<file path="src/rtl/delta_sigma_decimator.sv">
`default_nettype none
// ============================================================================
// Module      : delta_sigma_decimator
// Description : Third-order CIC (sinc^3) decimator. Turns a 1-bit delta-sigma
//               bitstream (1 -> +1, 0 -> -1) into signed PCM words. Three
//               integrators run at the bit rate, three combs at the word rate,
//               and the result is scaled and saturated to OUT_W bits.
// Revision    : 1.0 - initial release
// ============================================================================
module delta_sigma_decimator #(
    parameter int DECIM = 64,   // decimation ratio, power of 2 in 4..256
    parameter int OUT_W = 14    // output word width, signed
) (
    input  logic                    clk,
    input  logic                    reset,          // synchronous, active-low
    input  logic                    data_in,
    input  logic                    data_in_valid,
    output logic signed [OUT_W-1:0] data_out,
    output logic                    data_valid
);

    localparam int LOG2D = $clog2(DECIM);
    localparam int ACC_W = 3 * LOG2D + 2;
    localparam int SHIFT = 3 * LOG2D + 1 - OUT_W;

    // Saturation bounds expressed at accumulator width so they compare
    // directly against the shifted comb output.
    localparam logic signed [ACC_W-1:0] c_out_max = ACC_W'((1 << (OUT_W - 1)) - 1);
    localparam logic signed [ACC_W-1:0] c_out_min = ~c_out_max;

    // Integrator state and decimation counter
    logic [ACC_W-1:0] r_i1;
    logic [ACC_W-1:0] r_i2;
    logic [ACC_W-1:0] r_i3;
    logic [LOG2D-1:0] r_count;
    logic             r_decim;

    // Comb delay line
    logic [ACC_W-1:0] r_d1;
    logic [ACC_W-1:0] r_d2;
    logic [ACC_W-1:0] r_d3;

    // Combinational next-state and output path
    logic [ACC_W-1:0]        w_x;
    logic [ACC_W-1:0]        w_i1_next;
    logic [ACC_W-1:0]        w_i2_next;
    logic [ACC_W-1:0]        w_i3_next;
    logic [ACC_W-1:0]        w_c1;
    logic [ACC_W-1:0]        w_c2;
    logic signed [ACC_W-1:0] w_c3;
    logic signed [ACC_W-1:0] w_y;
    logic [OUT_W-1:0]        w_sat;
    logic                    w_last_bit;

    // Integrator chain: each stage adds the freshly updated previous stage,
    // so after n bits i1=sum x, i2=sum i1, i3=sum i2. All arithmetic wraps.
    always_comb begin
        w_x        = data_in ? ACC_W'(1) : {ACC_W{1'b1}};
        w_i1_next  = r_i1 + w_x;
        w_i2_next  = r_i2 + w_i1_next;
        w_i3_next  = r_i3 + w_i2_next;
        w_last_bit = (r_count == LOG2D'(DECIM - 1));
    end

    // Comb chain on the registered i3 sample, then scale and saturate.
    always_comb begin
        w_c1 = r_i3 - r_d1;
        w_c2 = w_c1 - r_d2;
        w_c3 = w_c2 - r_d3;
        w_y  = w_c3 >>> SHIFT;
        if (w_y > c_out_max) begin
            w_sat = c_out_max[OUT_W-1:0];
        end else if (w_y < c_out_min) begin
            w_sat = c_out_min[OUT_W-1:0];
        end else begin
            w_sat = w_y[OUT_W-1:0];
        end
    end

    // Bit-rate integrators and decimation counter; hold while input is idle.
    always_ff @(posedge clk) begin
        if (!reset) begin
            r_i1    <= '0;
            r_i2    <= '0;
            r_i3    <= '0;
            r_count <= '0;
            r_decim <= 1'b0;
        end else begin
            r_decim <= 1'b0;
            if (data_in_valid) begin
                r_i1    <= w_i1_next;
                r_i2    <= w_i2_next;
                r_i3    <= w_i3_next;
                r_count <= r_count + LOG2D'(1);
                r_decim <= w_last_bit;
            end
        end
    end

    // Word-rate combs and output register. The integrators may accept a new
    // bit on this same edge; r_i3 still holds the value after the last bit
    // of the frame, which is the one sampled here.
    always_ff @(posedge clk) begin
        if (!reset) begin
            r_d1       <= '0;
            r_d2       <= '0;
            r_d3       <= '0;
            data_out   <= '0;
            data_valid <= 1'b0;
        end else begin
            data_valid <= r_decim;
            if (r_decim) begin
                r_d1     <= r_i3;
                r_d2     <= w_c1;
                r_d3     <= w_c2;
                data_out <= w_sat;
            end
        end
    end

endmodule
`default_nettype wire

</file>
<file path="config.mk">
export PLATFORM = sky130hd
export DESIGN_NAME = delta_sigma_decimator
export DESIGN_NICKNAME = d
export VERILOG_FILES = /design/src/rtl/delta_sigma_decimator.sv
export SDC_FILE = /design/constraint.sdc
export NUM_CORES = 1
export LEC_CHECK = 0
export CORE_MARGIN = 2
export CORE_UTILIZATION = 71
export CTS_BUF_LIST = sky130_fd_sc_hd__clkbuf_4
export CTS_CLUSTER_SIZE = 40
export DETAILED_ROUTE_END_ITERATION = 12
export GPL_TIMING_DRIVEN = 1
export MAX_ROUTING_LAYER = met4
export PLACE_DENSITY = 0.89
export SYNTH_ARGS = -nofsm -noshare
export SYNTH_HDL_FRONTEND = slang
export SYNTH_SLANG_ARGS = --single-unit
</file>
<file path="constraint.sdc">
create_clock -name clk -period 11.5 [get_ports clk]
set_input_delay 2.875 -clock clk [delete_from_list [all_inputs] [get_ports clk]]
set_output_delay 2.875 -clock clk [all_outputs]
set_load 0.01 [all_outputs]
</file>
==> results summary <==
The flow ran to the end, and the final reports show no timing, DRC or antenna violations. The total overflow left after global routing is 0. The number of standard cells after synthesis is 1235. TritonCTS built the clock tree. The effective utilization at floorplan came out at 72.14%. The mean number of vias per cell is 5.757. The global-route wire length before repair is 33690 µm. The number of global-route vias before repair came out at 7943. The final count of negative-setup-slack endpoints is 0. The count of flip-flops with a built-in enable after synthesis is 0.

The clock passes through at most 2 buffers. In this run the vertical extent of the chip is 125.3 µm. At the end of routability-driven placement, the weighted congestion stood at between 0.9 and 1. After layout, the minimum clock period comes to approximately 8.7 ns.

Sequential cells were found to cover a little over a quarter of the synthesized design area. From synthesis to final layout, the design area changed by 5.115%. Yosys printed 0 warnings.

The worst-skew pair later-pin latency came out at a little under 0.6 ns. The clock transition at the registers of the reported paths came out at 0.13 ns. After detailed routing, the number of remaining DRC violations is 0. The fraction of layout cells with a size suffix above 1 came out at 3.775%. Leaving out fill and tap cells, the most frequent cell in the layout is dfxtp_1. The predominant post-synthesis flop cell is dfxtp_1. The worst min-delay path category is reg -> reg. The final count of hold timing violations was 0.

The number of synthesized register bits is 142. The launching point of the worst reg2reg path is r_i3[0]$_SDFFE_PN0P_. The fill cell total of the finished layout came out at 1076. The HPWL after detailed placement came out at approximately 14000 µm. The clock buffer count from CTS came out at 17.

The area of the core came out at approximately 14000 µm². The global routing usage on met3 is 4.279%. The top cell types in the final layout, fill and taps aside, are 141 x dfxtp_1, 113 x ha_1, 110 x nor2b_1, 90 x mux2i_1, 89 x inv_1.

The global routing met2 resource utilization is between 40% and 50%. The post-CTS setup-driven buffer insertion count came out at 0. The transition time of the tightest slew-check pin is a little under 1 ns.

After layout, the worst path uses about three quarters of the clock period. The total via count after detailed routing came out at ~8200. The net total in the final layout is approximately 1400.

The root buffer selected by CTS is clkbuf_4. The number of hold buffers added after CTS is 0. Adding up every negative setup slack in the final design gives 0 ns. By startpoint and endpoint, the worst setup path is classified as in -> reg. After global routing, the most crowded layer is met2.

Setup repair after global routing left no endpoint under its margin. The CTS sink count came out at 142. In this run the most critical hold path is launched from r_count[5]$_SDFFE_PN0P_.

Global routing used 25.75% of the available tracks across all layers. The type of element launching the critical path is an input pin. The maximum number of pins on one net before global-route repair is 124. The most critical setup path has its startpoint at data_in. The biggest fanout along the worst timing path came out at 19. The synthesized netlist net count came out at 1357.

The average cell area after synthesis came out at 8.458 µm². The number of gates resized after CTS came out at 0. The area enclosed by the die boundary is 15700 µm². The placement row count is 44. The total of max-cap violations is 0.

The first routing iteration left 453 violations. The required time of the worst setup path came out at about 12 ns. The number of antenna-violating nets in the routed design came out at 0. The signal arrival time at the worst endpoint came out at roughly 9.2 ns. The post-detailed-routing wire length is 18860 µm. The initial antenna violation count is 1. Global routing consumed, on the met1 layer, between 20 and 30% of the routing resources. Of all flip-flops after synthesis, the portion carrying an async set or reset was 0%.

The final number of max-transition violations was 0. The number of top-level pins came out at 19. The H-tree depth reported by CTS is 4. Static timing analysis puts the maximum clock frequency at 115.1 MHz. Port buffering added 18 buffers. The netlist uses 68 different library cells. The mapped netlist covers 10450 µm². The worst setup path is captured at a flip-flop. Measured along the x axis, the die boundary spans around 130 µm. The wire length per cell after detailed routing is 13.19 µm. The setup clock skew after layout is 0.03002 ns. The pre-antenna-repair detailed-routing pass consisted of 5 iterations. The remaining max-slew budget at the tightest pin is 34.84%.
flip-flops by register name, summed over array words and instances, names as in the netlist:
| signal | cells |
|---|---|
| r_d1 | 20 |
| r_d2 | 20 |
| r_d3 | 20 |
| r_i1 | 20 |
| r_i2 | 20 |
| r_i3 | 20 |
| data_out | 14 |
| r_count | 6 |
| data_valid | 1 |
| r_decim | 1 |
worst paths after layout:
check | end | slack [ns] | depth (start not counted)
worst max-delay path | r_i3[19]$_SDFFE_PN0P_ | 2.81 | 27
worst min-delay path | r_decim$_SDFF_PN0_ | 0.46 | 2
worst max register to register | data_out[0]$_SDFFE_PN0P_ | 4.45 | 29
worst min register to register | r_decim$_SDFF_PN0_ | 0.46 | 2
routing by layer:
metal,vias up,wire length (µm)
met5,-,0
met4,0,408
met3,38,503
met2,129,9220
met1,3753,8724
li1,4313,-
critical path, cell delays in order:
cell,delay [ns]
clkdlybuf4s50_1,0.46
inv_1,0.53
ha_1,0.39
nor2b_1,0.14
o21ai_0,0.21
a21boi_0,0.16
o21ai_0,0.25
a21oi_1,0.12
o21ai_0,0.26
a21oi_1,0.11
nor3_1,0.16
nor2_1,0.10
ha_1,0.24
or3_1,0.40
o21ai_0,0.40
o21ai_0,0.19
a21oi_1,0.20
xnor2_1,0.16
ha_1,0.32
a21oi_1,0.25
nor2b_1,0.10
a211o_1,0.24
o41ai_1,0.31
xnor2_1,0.18
xnor2_1,0.13
nand2b_1,0.13
mux2i_1,0.18
stage by stage:
step | setup slack, ns | area [µm²] | util [%] | instances | hold slack, ns
floorplan | 3.602 | 10450 | - | 1235 | 0.4271
global placement | 2.609 | 10710 | 73.98 | 1398 | 0.4396
detailed placement | 2.394 | 10710 | 73.98 | 1398 | 0.4512
CTS | 3.007 | 10980 | 75.81 | 1429 | 0.4604
global route | 2.376 | 10980 | 75.83 | 1430 | 0.4595
finish | 2.810 | 10980 | 75.83 | 1430 | 0.4617
cell families after synthesis:
logic type / after synthesis / synth area share [%]
AOI/OAI and AO/OA: 267 / 16.84
xor gates and xnor gates: 102 / 8.828
adders and majority gates: 118 / 14.49
buffers and inverters: 132 / 4.791
DFF: 142 / 27.22
muxes: 91 / 8.733
and+or+nand+nor: 383 / 19.09
cell usage after synthesis, drive strengths merged, types with 22 or more instances:
cell	instances	area share [%]
o21ai	61	2.9
nor2b	110	6.6
mux2i	90	8.6
nor3	22	1.1
ha	113	14
clkbuf	26	0.93
nor2	87	3.1
xnor2	73	6.1
a21oi	77	3.7
dfxtp	142	27
nand2	71	2.6
xor2	27	2.3
inv	89	3.2
nand3	23	1.1
layout make-up:
type,instances,area [µm²],share of cell area [%]
antenna,1,2.502,0.02279
clock buffer,19,142.6,1.299
multi-input combinational,961,7102,64.68
timing repair buffer,21,195.2,1.778
sequential,142,2846,25.93
tap,184,230.2,2.097
clock inverter,12,122.6,1.117
inverter,90,337.8,3.077
Power is left out: the tool's default activity adds up to more than one toggle a clock period on the data nets, which glitch-free logic cannot reach.
